===== src/rtl/comb_one_if.sv =====
// Switch-stage bus bundle for comb_one: five input flits, five output flits and
// the per-input drop flags.
//   nin/sin/ein/win/lin       : 10-bit flits into the switch ({valid, tag, dx, dy})
//   nout/sout/eout/wout/lout  : 10-bit registered flits out of the switch
//   drop                      : per-input loss flags, bit order {L,W,E,S,N}
// master = upstream/downstream side (drives the inputs, observes the outputs)
// slave  = the router switch stage
interface comb_one_if;
    localparam int unsigned FLIT_W = 10;
    localparam int unsigned NPORT  = 5;

    logic [FLIT_W-1:0] nin;
    logic [FLIT_W-1:0] sin;
    logic [FLIT_W-1:0] ein;
    logic [FLIT_W-1:0] win;
    logic [FLIT_W-1:0] lin;

    logic [FLIT_W-1:0] nout;
    logic [FLIT_W-1:0] sout;
    logic [FLIT_W-1:0] eout;
    logic [FLIT_W-1:0] wout;
    logic [FLIT_W-1:0] lout;

    logic [NPORT-1:0]  drop;

    modport master (
        output nin, sin, ein, win, lin,
        input  nout, sout, eout, wout, lout,
        input  drop
    );

    modport slave (
        input  nin, sin, ein, win, lin,
        output nout, sout, eout, wout, lout,
        output drop
    );
endinterface


===== src/rtl/comb_one.sv =====
// comb_one: 5-port (N,S,E,W,Local) mesh-router switch stage.
// Each valid input flit is XY-routed (X first) to one output, every output
// arbitrates among its requesters independently, and the winners are registered
// onto the output ports. Losers are discarded and flagged on drop for one cycle.
//
// Ports:
//   clk    : clock, rising edge
//   rst_n  : asynchronous active-low reset, clears outputs, drop and arbiter state
//   bus    : comb_one_if.slave (nin..lin in, nout..lout out, drop out)
//
// Flit format: [9] valid, [8:6] port tag, [5:3] dest X, [2:0] dest Y.
// Output flit on grant: {1'b1, winning input port code, payload[5:0]}; else 10'b0.
//
// Configuration:
//   RR_ARB_EN undefined : fixed priority N>S>E>W>L, no arbiter state.
//   RR_ARB_EN defined   : round-robin per output with a 3-bit last-grant pointer
//                         (reset to L) so the search starts after the last winner.
module comb_one #(
    parameter logic [2:0] LOCAL_X = 3'd2,
    parameter logic [2:0] LOCAL_Y = 3'd2
) (
    input  logic      clk,
    input  logic      rst_n,
    comb_one_if.slave bus
);

    localparam int unsigned NPORT   = 5;
    localparam int unsigned FLIT_W  = 10;
    localparam int unsigned PORT_W  = 3;
    localparam int unsigned COORD_W = 3;
    localparam int unsigned PAY_W   = 2 * COORD_W;
    localparam int unsigned VLD_BIT = FLIT_W - 1;

    typedef enum logic [PORT_W-1:0] {
        P_N = 3'd0,
        P_S = 3'd1,
        P_E = 3'd2,
        P_W = 3'd3,
        P_L = 3'd4
    } port_e;

    // XY dimension-order routing: resolve X first, then Y, else deliver locally.
    function automatic port_e xy_route(input logic [COORD_W-1:0] dx,
                                       input logic [COORD_W-1:0] dy);
        port_e dir;
        if (dx > LOCAL_X) begin
            dir = P_E;
        end else if (dx < LOCAL_X) begin
            dir = P_W;
        end else if (dy > LOCAL_Y) begin
            dir = P_N;
        end else if (dy < LOCAL_Y) begin
            dir = P_S;
        end else begin
            dir = P_L;
        end
        return dir;
    endfunction

    // Input gather, index order N=0 .. L=4
    logic [NPORT-1:0][FLIT_W-1:0] in_flit;
    assign in_flit = {bus.lin, bus.win, bus.ein, bus.sin, bus.nin};

    // The incoming tag field carries no information for this stage.
    logic unused_in_tag;
    assign unused_in_tag = ^{bus.nin[8:6], bus.sin[8:6], bus.ein[8:6],
                             bus.win[8:6], bus.lin[8:6]};

    // Valid only on a clean 1; X/Z on the valid bit never raises a request.
    logic [NPORT-1:0] in_valid;
    always_comb begin
        in_valid = '0;
        for (int unsigned i = 0; i < NPORT; i++) begin
            in_valid[i] = (in_flit[i][VLD_BIT] === 1'b1);
        end
    end

    // Route every input (result ignored unless the input is valid)
    port_e in_dir [NPORT];
    always_comb begin
        for (int unsigned i = 0; i < NPORT; i++) begin
            in_dir[i] = xy_route(in_flit[i][5:3], in_flit[i][2:0]);
        end
    end

    // Request matrix: req[o][i] means input i wants output o
    logic [NPORT-1:0][NPORT-1:0] req;
    always_comb begin
        req = '0;
        for (int unsigned o = 0; o < NPORT; o++) begin
            for (int unsigned i = 0; i < NPORT; i++) begin
                req[o][i] = in_valid[i] && (in_dir[i] == port_e'(PORT_W'(o)));
            end
        end
    end

`ifdef RR_ARB_EN
    // Last-granted input per output
    logic [NPORT-1:0][PORT_W-1:0] ptr_q;
`endif

    // Per-output arbitration.
    // Round-robin is done as two fixed-priority passes: first only inputs above
    // the pointer, then all inputs, which equals a search from pointer+1 mod 5.
    // With the pointer at L the first pass is empty, giving plain N>S>E>W>L.
    logic [NPORT-1:0]              gnt_vld;
    logic [NPORT-1:0][PORT_W-1:0]  gnt_src;
    logic [NPORT-1:0][PAY_W-1:0]   gnt_pay;
    always_comb begin
        gnt_vld = '0;
        gnt_src = '0;
        gnt_pay = '0;
        for (int unsigned o = 0; o < NPORT; o++) begin
`ifdef RR_ARB_EN
            for (int unsigned i = 0; i < NPORT; i++) begin
                if (!gnt_vld[o] && req[o][i] && (PORT_W'(i) > ptr_q[o])) begin
                    gnt_vld[o] = 1'b1;
                    gnt_src[o] = PORT_W'(i);
                    gnt_pay[o] = in_flit[i][PAY_W-1:0];
                end
            end
`endif
            for (int unsigned i = 0; i < NPORT; i++) begin
                if (!gnt_vld[o] && req[o][i]) begin
                    gnt_vld[o] = 1'b1;
                    gnt_src[o] = PORT_W'(i);
                    gnt_pay[o] = in_flit[i][PAY_W-1:0];
                end
            end
        end
    end

    // Which inputs won somewhere; a valid input that did not win is dropped.
    logic [NPORT-1:0] in_gnt;
    logic [NPORT-1:0] drop_d;
    always_comb begin
        in_gnt = '0;
        for (int unsigned i = 0; i < NPORT; i++) begin
            for (int unsigned o = 0; o < NPORT; o++) begin
                if (gnt_vld[o] && (gnt_src[o] == PORT_W'(i))) begin
                    in_gnt[i] = 1'b1;
                end
            end
        end
        drop_d = in_valid & ~in_gnt;
    end

    // Output flit assembly: tag field replaced by the winning input's code
    logic [NPORT-1:0][FLIT_W-1:0] out_d;
    always_comb begin
        out_d = '0;
        for (int unsigned o = 0; o < NPORT; o++) begin
            if (gnt_vld[o]) begin
                out_d[o] = {1'b1, gnt_src[o], gnt_pay[o]};
            end
        end
    end

    // Output register stage
    logic [NPORT-1:0][FLIT_W-1:0] out_q;
    logic [NPORT-1:0]             drop_q;
    always_ff @(posedge clk or negedge rst_n) begin
        if (!rst_n) begin
            out_q  <= '0;
            drop_q <= '0;
        end else begin
            out_q  <= out_d;
            drop_q <= drop_d;
        end
    end

`ifdef RR_ARB_EN
    // Pointer moves only on a grant; idle outputs keep their pointer.
    always_ff @(posedge clk or negedge rst_n) begin
        if (!rst_n) begin
            for (int unsigned o = 0; o < NPORT; o++) begin
                ptr_q[o] <= PORT_W'(P_L);
            end
        end else begin
            for (int unsigned o = 0; o < NPORT; o++) begin
                if (gnt_vld[o]) begin
                    ptr_q[o] <= gnt_src[o];
                end
            end
        end
    end
`endif

    assign bus.nout = out_q[P_N];
    assign bus.sout = out_q[P_S];
    assign bus.eout = out_q[P_E];
    assign bus.wout = out_q[P_W];
    assign bus.lout = out_q[P_L];
    assign bus.drop = drop_q;

endmodule


===== src/flat_wrapper.sv =====
// flat-port wrapper written by rule: the top's interface ports become plain ports
module comb_one_flat 
#(
    parameter logic [2:0] LOCAL_X = 3'd2,
    parameter logic [2:0] LOCAL_Y = 3'd2
)
  (clk, rst_n, bus_nin, bus_sin, bus_ein, bus_win, bus_lin, bus_nout, bus_sout, bus_eout, bus_wout, bus_lout, bus_drop);
  comb_one_if bus_i ();
  input  logic clk;
  input  logic rst_n;
  input wire logic [$bits(bus_i.nin)-1:0] bus_nin;
  input wire logic [$bits(bus_i.sin)-1:0] bus_sin;
  input wire logic [$bits(bus_i.ein)-1:0] bus_ein;
  input wire logic [$bits(bus_i.win)-1:0] bus_win;
  input wire logic [$bits(bus_i.lin)-1:0] bus_lin;
  output wire logic [$bits(bus_i.nout)-1:0] bus_nout;
  output wire logic [$bits(bus_i.sout)-1:0] bus_sout;
  output wire logic [$bits(bus_i.eout)-1:0] bus_eout;
  output wire logic [$bits(bus_i.wout)-1:0] bus_wout;
  output wire logic [$bits(bus_i.lout)-1:0] bus_lout;
  output wire logic [$bits(bus_i.drop)-1:0] bus_drop;
  assign bus_i.nin = bus_nin;
  assign bus_i.sin = bus_sin;
  assign bus_i.ein = bus_ein;
  assign bus_i.win = bus_win;
  assign bus_i.lin = bus_lin;
  assign bus_nout = bus_i.nout;
  assign bus_sout = bus_i.sout;
  assign bus_eout = bus_i.eout;
  assign bus_wout = bus_i.wout;
  assign bus_lout = bus_i.lout;
  assign bus_drop = bus_i.drop;
  comb_one #(.LOCAL_X(LOCAL_X), .LOCAL_Y(LOCAL_Y)) u_core (.clk(clk), .rst_n(rst_n), .bus(bus_i));
endmodule

===== config.mk =====
export PLATFORM = sky130hd
export DESIGN_NAME = comb_one_flat
export DESIGN_NICKNAME = d
export VERILOG_FILES = /design/src/rtl/comb_one_if.sv /design/src/rtl/comb_one.sv /design/src/flat_wrapper.sv
export SDC_FILE = /design/constraint.sdc
export NUM_CORES = 1
export LEC_CHECK = 0
export CORE_MARGIN = 2
export CORE_UTILIZATION = 39
export CTS_BUF_LIST = sky130_fd_sc_hd__clkbuf_4
export DETAILED_ROUTE_END_ITERATION = 12
export PLACE_DENSITY = 0.73
export SYNTH_ARGS = -nofsm -noshare
export SYNTH_HDL_FRONTEND = slang
export SYNTH_SLANG_ARGS = --single-unit

===== constraint.sdc =====
create_clock -name clk -period 0.8 [get_ports clk]
set_input_delay 0.12 -clock clk [delete_from_list [all_inputs] [get_ports clk]]
set_output_delay 0.12 -clock clk [all_outputs]
set_load 0.02 [all_outputs]

==> results_tabular.tex <==
\begin{tabular}{lr}
\hline
Metric & Value \\
\hline
\multicolumn{2}{l}{\textbf{Worst setup path}} \\
Max FO, Critical Path & 4 \\
Critical path startpoint category & input port \\
Required @ worst endpoint & 1.09 ns \\
Crit path DAT & around 1.6 ns \\
Nature of the critical path endpoint & flop \\
Path type of the worst setup path & in2reg \\
\multicolumn{2}{l}{\textbf{Floorplanning}} \\
Initial cell density of the core & just under 40\% \\
DIE HEIGHT & just under 90 um \\
Number of placement rows & 30 \\
Core Footprint & between 0.006 and 0.007 mm\^{}2 \\
Horiz. Die Dim & 86.7 um \\
I/O Pins & 107 \\
Total Die Area & 0.00751 mm\^{}2 \\
\multicolumn{2}{l}{\textbf{Drt}} \\
DRC violation count after routing & 0 \\
Number of iterations in the first detailed-routing pass & 7 \\
DRC marker count from the first detailed-route iteration & between 300 and 400 \\
Avg Vias per Cell & about 6.1 \\
Routed via count & 3520 \\
Total Routed Length & 12.7 mm \\
Post-DR wirelength/cell & between 20 and 25 um \\
Number of nets still failing antenna checks after routing & 0 \\
\multicolumn{2}{l}{\textbf{Placed design}} \\
IO buf count & 91 \\
Final Wtd Congestion & 0.969 \\
HPWL reported at the end of detailed placement & between 6 and 7 mm \\
Placed Area & 0.00463 mm\^{}2 \\
\multicolumn{2}{l}{\textbf{Layout}} \\
Layout cells sized above 1 & between 60\% and 70\% \\
Final Net Count & 551 \\
Number of antenna diodes & 0 \\
Area growth syn-to-layout & 114\% \\
Leading cell type in the layout, fill and taps excluded & buf\_6 \\
Fill cell total of the finished layout & around 330 \\
Leading cell types in the layout, fill and taps excluded & 109 x buf\_6, 90 x buf\_4, 55 x dfrtp\_1 \\
Cell area after layout & roughly 0.0057 mm\^{}2 \\
\multicolumn{2}{l}{\textbf{CTS}} \\
Clk sink count & 55 \\
TritonCTS clock tree & done \\
Inserted Clock Buffers & 5 \\
CTS clock-pin slew for the worst setup and hold paths & 0.17 ns \\
H-tree depth & 2 \\
Buffer levels on the longest clock path & 2 \\
Library cell used as clock root buffer & clkbuf\_4 \\
\multicolumn{2}{l}{\textbf{Global route}} \\
First-pass GRT wire length & 16.9 mm \\
Total routing usage reported by global routing & between 20\% and 30\% \\
Largest net degree at the start of global routing & 56 \\
Antenna violations before repair & 0 \\
Vias in the first global route & 3362 \\
Gr ovfl total & 0 \\
\multicolumn{2}{l}{\textbf{Logic synthesis}} \\
Post-synthesis cell type with the largest combined area & dfrtp\_1 \\
Count of distinct cell types in the synthesized netlist & 54 \\
Number of synthesized register bits & 55 \\
Top cells by area, synth & dfrtp\_1 52\%, nor2\_1 4.5\%, a22oi\_1 3.1\%, nand2\_1 3.1\%, a21oi\_1 2.4\% \\
Yosys synthesis warning count & 0 \\
Leading register cell type out of synthesis & dfrtp\_1 \\
Number of synthesized flops with an enable pin & 0 \\
Area share of the largest cell type after synthesis & approximately half \\
Sequential element share of the synthesized area & 51.6\% \\
Post-synthesis async set-or-reset flop share & 100\% \\
Mapped Area & 0.00267 mm\^{}2 \\
Cells after Synth & between 200 and 300 \\
Post-synthesis area per instance & 10.3 um\^{}2 \\
\multicolumn{2}{l}{\textbf{Power and ir drop}} \\
Seq pwr share & 45.2\% \\
Share of total power in the clock network & a little under a fifth \\
Leakage power figure & 2.69 nW \\
IR drop worst, VDD & $\sim$0.00066 V \\
Switching power summed over all nets & 2.22 mW \\
Power density normalized to cell area & 1180 mW/mm\^{}2 \\
Combinational cell fraction of total power & between 30\% and 40\% \\
Total internal power & between 4 and 5 mW \\
Sw Share & 33.0\% \\
Total power & 6.75 mW \\
\multicolumn{2}{l}{\textbf{Timing}} \\
Number of setup violations in the final report & 97 \\
Final worst path period need & around 1.3 ns \\
Number of hold violations in the final report & 0 \\
Final critical-path setup slack & -0.458 ns \\
Max frequency & 795 MHz \\
Max-slew violation count & 0 \\
Unrepaired setup endpoints after global routing & true \\
Tcrit/Tclk final & 157\% \\
\multicolumn{2}{l}{\textbf{Outcome}} \\
Outcome & complete, but fails checks \\
Violations in the final reports & negative setup slack \\
\multicolumn{2}{l}{\textbf{Flow run}} \\
Max-cap violation count & 0 \\
\multicolumn{2}{l}{\textbf{Min path}} \\
Worst Hold Depth & 3 \\
Path category of the worst min-delay check & in2reg \\
\hline
\end{tabular}
-- cell usage after synthesis, types with 2 or more instances --
cell type,count
a211oi_1,3
o21ai_0,5
buf_2,2
nand3b_1,3
clkbuf_1,3
o2111ai_1,3
buf_6,2
a22oi_1,11
nor3b_1,2
inv_1,8
dfrtp_1,55
a32oi_1,2
nor2b_1,2
nor2_1,32
nor3_1,9
nand4_1,4
a221oi_1,4
a221o_1,6
and4bb_2,2
nand2_1,22
o22ai_1,3
a21o_1,5
o221ai_1,4
nor3b_2,2
nand2b_1,5
o211ai_1,4
nand4bb_1,3
or3_1,6
clkbuf_2,2
nand3_1,5
a21oi_1,13
and2_1,4
-- timing repair --
item                                    in CTS  in global routing
endpoints found under the setup margin      97                 97
pin swaps                                   54                 37
hold buffers                                 1                  0
cloned                                       0                  0
hold endpoints to repair                    55                  0
setup buffers                               33                 10
resized for setup                          539                 75
-- flip-flops by register name, summed over array words and instances (netlist names) --
register         flops
u_core.bus.lout     10
u_core.bus.sout     10
u_core.bus.nout     10
u_core.bus.drop      5
u_core.bus.wout     10
u_core.bus.eout     10
-- worst max-delay path, stage by stage --
cell      delay (ns)
buf_4           0.13
buf_6           0.12
inv_1           0.11
buf_4           0.14
a211oi_2        0.04
buf_4           0.17
a221oi_2        0.29
nor2_1          0.13
a221o_1         0.30
-- kinds of logic (layout without fill, tap and decap cells) --
group                  Yosys count  after routing  synth area share, %
other                            1             13                0.141
muxes                            1              1                0.375
and+or+nand+nor                112            112                 24.1
AOI/OAI and AO/OA               71             71                 20.5
DFF                             55             55                 51.6
buffers and inverters           18            248                 3.28
-- routing by layer --
| layer | GRT usage, % | vias up | wire [um] |
|---|---|---|---|
| met5 | 0 | - | 0 |
| met4 | 13.4 | 0 | 715 |
| met3 | 6.29 | 86 | 882 |
| met2 | 51.5 | 257 | 6440 |
| met1 | 33.9 | 1730 | 4700 |
| li1 | - | 1447 | - |
-- path summary, 6_finish.rpt --
check | from | end | slack [ns]
max | bus_ein[9] | u_core.bus.eout[0] | -0.46
min | bus_sin[9] | u_core.bus.drop[1] | 0.03
max in group asynchronous | rst_n | u_core.bus.lout[7] | 0.29
min in group asynchronous | rst_n | u_core.bus.eout[0] | 0.25
-- final cells by class --
| cell class | count | area [um^2] | area share [%] |
|---|---|---|---|
| flip-flops and latches | 55 | 1380 | 24.1 |
| repair buffers | 232 | 2210 | 38.6 |
| multi-input cells | 197 | 1940 | 34.0 |
| inverters | 8 | 30.0 | 0.525 |
| well taps | 80 | 100 | 1.75 |
| clock inverters | 3 | 20.0 | 0.350 |
| clock buffers | 5 | 37.5 | 0.657 |
-- power groups by stage --
stage	sequential, mW	combinational [mW]	clock [mW]
2_1_floorplan	3.29	0.488	0
3_3_place_gp	3.06	1.81	0
3_5_place_dp	3.06	1.84	0
4_1_cts	3.05	2.14	1.24
5_1_grt	3.07	2.53	1.36
6_report	3.05	2.44	1.26
-- through the flow --
step	instances	utilization, %	hold WS (ns)	setup TNS, ns	setup slack (ns)
after global placement	538	68.9	0.137	-53.35	-1.16
after global routing	580	85.1	0.0367	-27.07	-0.476
after detailed placement	538	68.9	0.148	-55.19	-1.23
final	580	85.1	0.0330	-25.25	-0.458
after floorplan	270	-	-0.176	-13.94	-0.689
after CTS	575	80.5	0.0239	-23.75	-0.497
Note: power is estimated with default switching activity, not from simulation.
